**config.mk**
```make
export PLATFORM = sky130hd
export DESIGN_NAME = seg7_scan_ctrl
export DESIGN_NICKNAME = d
export VERILOG_FILES = /design/src/rtl/seg7_pkg.sv /design/src/rtl/seg7_slot_timer.sv /design/src/rtl/seg7_scan_ctrl.sv
export SDC_FILE = /design/constraint.sdc
export NUM_CORES = 1
export LEC_CHECK = 0
export BUFFER_PORTS_ARGS = -buffer_cell sky130_fd_sc_hd__buf_2
export CORE_MARGIN = 2
export CORE_UTILIZATION = 52
export CTS_BUF_LIST = sky130_fd_sc_hd__clkbuf_16
export CTS_CLUSTER_DIAMETER = 40
export DETAILED_ROUTE_END_ITERATION = 10
export PLACE_DENSITY = 0.77
export RECOVER_POWER = 25
export SYNTH_ARGS = -nofsm -noshare
export SYNTH_HDL_FRONTEND = slang
export SYNTH_SLANG_ARGS = --single-unit
```
**constraint.sdc**
```tcl
create_clock -name clk -period 2.1 [get_ports clk]
set_input_delay 0.105 -clock clk [delete_from_list [all_inputs] [get_ports clk]]
set_output_delay 0.105 -clock clk [all_outputs]
set_load 0.05 [all_outputs]
```
**src/rtl/seg7_pkg.sv**
```systemverilog
// seg7_pkg: shared scan FSM state encodings, digit-off level and nibble width
package seg7_pkg;
  typedef enum logic {ST_BLANK = 1'b0, ST_SHOW = 1'b1} state_t;
  localparam logic DIGIT_OFF = 1'b1;
  localparam int NIB_W = 4;
endpackage

```
**src/rtl/seg7_slot_timer.sv**
```systemverilog
// seg7_slot_timer: slot prescaler and digit index (in clk/rst/en; out pre, idx_nxt, slot end se, frame boundary fb)
module seg7_slot_timer #(
  parameter int NUM_DIGITS = 4,
  parameter int TICK_DIV = 50000
) (
  input  logic clk,
  input  logic rst,
  input  logic en,
  output logic [$clog2(TICK_DIV)-1:0] pre,
  output logic [$clog2(NUM_DIGITS)-1:0] idx_nxt,
  output logic se,
  output logic fb
);
  localparam int PW = $clog2(TICK_DIV);
  localparam int IW = $clog2(NUM_DIGITS);
  logic [IW-1:0] idx;
  always_comb begin
    se = en && pre == PW'(TICK_DIV - 1);
    fb = se && idx == IW'(NUM_DIGITS - 1);
    idx_nxt = !se ? idx : fb ? '0 : idx + 1'b1;
  end
  always_ff @(posedge clk) begin
    if (rst) begin
      pre <= '0;
      idx <= '0;
    end else begin
      pre <= (se || !en) ? '0 : pre + 1'b1;
      idx <= idx_nxt;
    end
  end
endmodule

```
**src/rtl/seg7_scan_ctrl.sv**
```systemverilog
// seg7_scan_ctrl: multiplexed 7-seg scan (in clk/rst/en/load/data/dp_mask; out A..D/dp nibble, active-low digit_sel, frame_done, load_ack)
module seg7_scan_ctrl import seg7_pkg::*; #(
  parameter int NUM_DIGITS = 4,
  parameter int TICK_DIV = 50000,
  parameter int BLANK_CYC = 16
) (
  input  logic clk,
  input  logic rst,
  input  logic en,
  input  logic load,
  input  logic [NIB_W*NUM_DIGITS-1:0] data,
  input  logic [NUM_DIGITS-1:0] dp_mask,
  output logic A,
  output logic B,
  output logic C,
  output logic D,
  output logic dp,
  output logic [NUM_DIGITS-1:0] digit_sel,
  output logic frame_done,
  output logic load_ack
);
  localparam int PW = $clog2(TICK_DIV);
  localparam int IW = $clog2(NUM_DIGITS);
  localparam int DW = NIB_W * NUM_DIGITS;
  state_t state, state_nxt;
  logic [PW-1:0] pre;
  logic [IW-1:0] idx_nxt;
  logic se, fb, blank_end, pend;
  logic [DW-1:0] shadow, pending, shadow_nxt;
  logic [NUM_DIGITS-1:0] shadow_dp, pending_dp, shadow_dp_nxt, sel_nxt;
  logic [NIB_W-1:0] nib_nxt;
  seg7_slot_timer #(.NUM_DIGITS(NUM_DIGITS), .TICK_DIV(TICK_DIV)) u_timer (
    .clk(clk),
    .rst(rst),
    .en(en),
    .pre(pre),
    .idx_nxt(idx_nxt),
    .se(se),
    .fb(fb)
  );
  always_ff @(posedge clk) begin
    if (rst) state <= ST_BLANK;
    else state <= state_nxt;
  end
  always_comb begin
    blank_end = (BLANK_CYC == 0) || (pre == PW'(BLANK_CYC - 1));
    state_nxt = !en ? ST_BLANK
              : se ? (BLANK_CYC == 0 ? ST_SHOW : ST_BLANK)
              : (state == ST_BLANK && blank_end) ? ST_SHOW : state;
  end
  always_comb begin
    shadow_nxt = fb ? (load ? data : pend ? pending : shadow) : shadow;
    shadow_dp_nxt = fb ? (load ? dp_mask : pend ? pending_dp : shadow_dp) : shadow_dp;
    nib_nxt = shadow_nxt[NIB_W*idx_nxt +: NIB_W];
    sel_nxt = {NUM_DIGITS{DIGIT_OFF}};
    if (state_nxt == ST_SHOW) sel_nxt[idx_nxt] = ~DIGIT_OFF;
  end
  always_ff @(posedge clk) begin
    if (rst) begin
      shadow <= '0;
      shadow_dp <= '0;
      pending <= '0;
      pending_dp <= '0;
      pend <= 1'b0;
      {A, B, C, D} <= '0;
      dp <= 1'b0;
      digit_sel <= {NUM_DIGITS{DIGIT_OFF}};
      frame_done <= 1'b0;
      load_ack <= 1'b0;
    end else begin
      shadow <= shadow_nxt;
      shadow_dp <= shadow_dp_nxt;
      if (load && !fb) begin
        pending <= data;
        pending_dp <= dp_mask;
      end
      pend <= !fb && (load || pend);
      {A, B, C, D} <= nib_nxt;
      dp <= shadow_dp_nxt[idx_nxt];
      digit_sel <= sel_nxt;
      frame_done <= fb;
      load_ack <= fb && (load || pend);
    end
  end
endmodule

```
==> flow_summary_export.csv <==
group,metric,value,unit
yosys,yosys.area_share.simple,16.4,%
yosys,yosysUniqueCellTypes,36,
timing,maxSlewViolCount,0,
cts,cts.htree.levels,3,
yosys,syn_avg_cell_area,10.2,sq um
timing,finClkSkew,5.16,ps
timing,worst_pin_slew,607,ps
critical_path,critical_path_class,"register to register",
cts,clkTransAtPathRegs,60,ps
route,drt-pass1-iter-count,5,
critical_path,worstPathCellList,"nor4_2, and4_4, o2111a_1, buf_6, mux2i_2, mux2_2, o22ai_2",
pwr,comb_power_share,5.2,%
cells_and_area,multi_input_area,1550,sq um
flow_run,max_cap_viol_count,0,
die,io_pins,35,
grt,grt_max_degree,46,
critical_path,rrSetupSlack,60,ps
route,drt_iter0_drc,80,
route,viasPerCell,5.20,
yosys,synth_fa_ha_area_share,0.840,%
yosys,yosysTopAreaCell,"dfxtp_1",
placed_design,dpl_cell_area,3350,sq um
cts,clock_latency,330,ps
timing,timing.final.hold_violations,0,
pwr,switching_power,651,uW
placed_design,dp_hpwl,3930,microns
timing,grt_setup_unrepaired,"no",
critical_path,worstPathRequired,2320,ps
cells_and_area,final_cell_mix,"69 x dfxtp_1, 65 x nor2_1, 35 x mux2i_1",
pwr,p_per_area,808,nW/um^2
yosys,ys_top_cells_by_area,"dfxtp_1 48%, mux2i_1 14%, mux2_2 11%",
cts,cts_root_buf,"clkbuf_16",
hold_path,min_path_type,"primary input to register",
pwr,swShare,21.6,%
critical_path,worst_path_max_delay_cell,"dfxtp_1",
die,die_h,79.7,microns
placed_design,place_congestion,0.860,
grt,antenna_found_initial,0,
route,totalWireLength,5990,microns
cts,cts_tree,"yes",
grt,grt_pass1_vias,2159,
cells_and_area,nFillCells,422,
pwr,clock_power_share,48.7,%
cells_and_area,design_area,3730,sq um
yosys,ys_seq_elements,71,
timing,post-route-period-util,97.4,%
die,initial_core_util,54.1,%
cells_and_area,area_growth_syn_to_layout,25.1,%
cts,hold_buffers,0,
critical_path,r2r_cells,7,
timing,setup_viol,0,
die,rows,27,
critical_path,critPathLaunch,"u_timer.pre[11]",
timing,max_freq,0.489,GHz
critical_path,timing.rr.end,"C",
critical_path,start_kind,"register",
yosys,synth_nets,319,
die,coreArea,5510,sq um
cells_and_area,final_common_cell,"dfxtp_1",
yosys,synth_mux_area_share,25.6,%
pwr,seq_power_share,46.0,%
cells_and_area,drive_gt1_share,31.8,%
grt,grt_pass1_wl,9920,microns
critical_path,crit_path_max_fanout,11,
pwr,leakagePower,0.00146,uW
pwr,p_int,2360,uW
critical_path,r2r-start,"u_timer.pre[11]",
yosys,synth_xor_area_share,3.82,%
cells_and_area,n_antenna_cell,0,
hold_path,min-delay-start,"data[2]",
pwr,vdd_drop_max,662,uV
die,die_area,6350,sq um
run_status,status,"completed",
die,die_x,79.7,microns
route,drc,0,
cts,clk_path_buf_depth,2,
timing,whs,20.4,ps
critical_path,endpoint_kind,"register",
yosys,synth_top_family_by_area,"multiplexers",
route,vias,2189,
critical_path,slowest_delay,330,ps
cts,cts_sinks,71,
route,antenna_left,0,
cells_and_area,seq_area,1420,sq um
timing,fin_crit,2040,ps
yosys,yosysWarnings,0,
timing,slew_headroom,59.7,%
yosys,synth_area,2980,sq um
critical_path,endpoint,"C",
yosys,synth_seq_area_share,47.7,%
yosys,syn_inst,293,
yosys,synth_top_area_share,47.7,%
critical_path,arrival,2260,ps
yosys,synth-compound-area-share,2.43,%
grt,grt_overflow,0,
route,wl_per_cell,14.2,microns
cells_and_area,nNetsFinal,370,
grt,grtUsageTotal,20.6,%
placed_design,port_buffers,34,
cts,cts_buffers,9,
registers in the layout, summed over array words and instances (netlist names), 2 cells and up:
name,count
pending,16
u_timer.pre,16
pending_dp,4
shadow,16
shadow_dp,4
u_timer.idx,2
digit_sel,4
critical path: cells and delay by family (launching register included):
kind,cells,cell delay [ps]
flip-flops,1,330
buffers and inverters,1,220
AND/OR/NAND/NOR,2,570
multiplexers,2,490
AO/OA/AOI/OAI,2,330
synthesized netlist by cell type:
cell / instances
inv_1: 3
or3b_1: 1
or2_2: 2
nand3_1: 6
mux2i_1: 41
and3_1: 2
nand4_1: 4
ha_1: 2
nor3_1: 2
and2_4: 1
and4_4: 1
nor4_1: 4
buf_4: 2
nand2_1: 7
nor2_1: 65
and4bb_1: 1
buf_6: 1
a21oi_1: 3
o22ai_1: 5
mux2_2: 30
and2_1: 1
xor2_1: 6
a21boi_1: 1
and4_1: 1
or4_1: 1
o21bai_1: 1
xnor2_1: 7
clkbuf_1: 9
dfxtp_1: 71
buf_2: 4
clkbuf_2: 1
nand3b_1: 1
nand2b_1: 2
o2111a_1: 1
mux2i_2: 1
and4b_1: 2
power by group through the flow:
stage	Sequential, uW	Combinational, uW	Clock, uW
6_report	1390	157	1470
5_1_grt	1390	173	1580
4_1_cts	1390	157	1490
3_5_place_dp	1420	155	0
3_3_place_gp	1410	152	0
2_1_floorplan	1410	104	0
what timing repair did:
| action | in CTS | in global routing |
|---|---|---|
| setup endpoints to repair | 7 | 6 |
| resized for setup | 3 | 13 |
| setup buffers | 2 | 0 |
worst min-delay path by stage:
stage / endpoint / slack [ps] / cells after the start
2_1_floorplan: pending[0] / 250 / 2
3_3_place_gp: pending_dp[0] / 350 / 3
3_5_place_dp: pending_dp[0] / 360 / 3
4_1_cts: pending_dp[0] / 10 / 3
5_1_grt: pending_dp[0] / 30 / 3
6_report: pending[2] / 20 / 3
per-stage QoR:
step                      power (uW)  worst slack [ps]  cells  utilization (%)  TNS (ps)
after detailed placement        1570             -71.8    403             60.9      -240
final                           3010              55.5    421             67.7         0
after global routing            3140            0.0959    421             67.7         0
after global placement          1570              26.1    403             60.9         0
after floorplan                 1520              24.8    293                -         0
after CTS                       3030              1.18    421             66.9         0
metal layers:
metal  GRT usage (%)  part of all wire [%]  up-vias
met4            7.24                   1.5        0
met1            25.1                    46     1023
met5               0                     0        -
met2            33.7                    48       42
li1                -                     -     1116
met3            7.35                   4.7        8
kinds of logic (layout without fill, tap and decap cells):
| logic type | Yosys count | count (layout) |
|---|---|---|
| xor gates and xnor gates | 13 | 13 |
| and+or+nand+nor | 104 | 104 |
| AOI/OAI and AO/OA | 11 | 11 |
| adders and majority gates | 2 | 2 |
| DFF | 71 | 71 |
| buffers and inverters | 20 | 76 |
| muxes | 72 | 72 |
area by class of cell:
type | count | area share (%)
clock inverters | 7 | 1.71
flip-flops and latches | 71 | 38.2
clock buffers | 9 | 6.04
inverters | 3 | 0.302
well taps | 72 | 2.42
multi-input cells | 202 | 41.7
repair buffers | 57 | 9.69
Note: power is estimated with default switching activity, not from simulation.
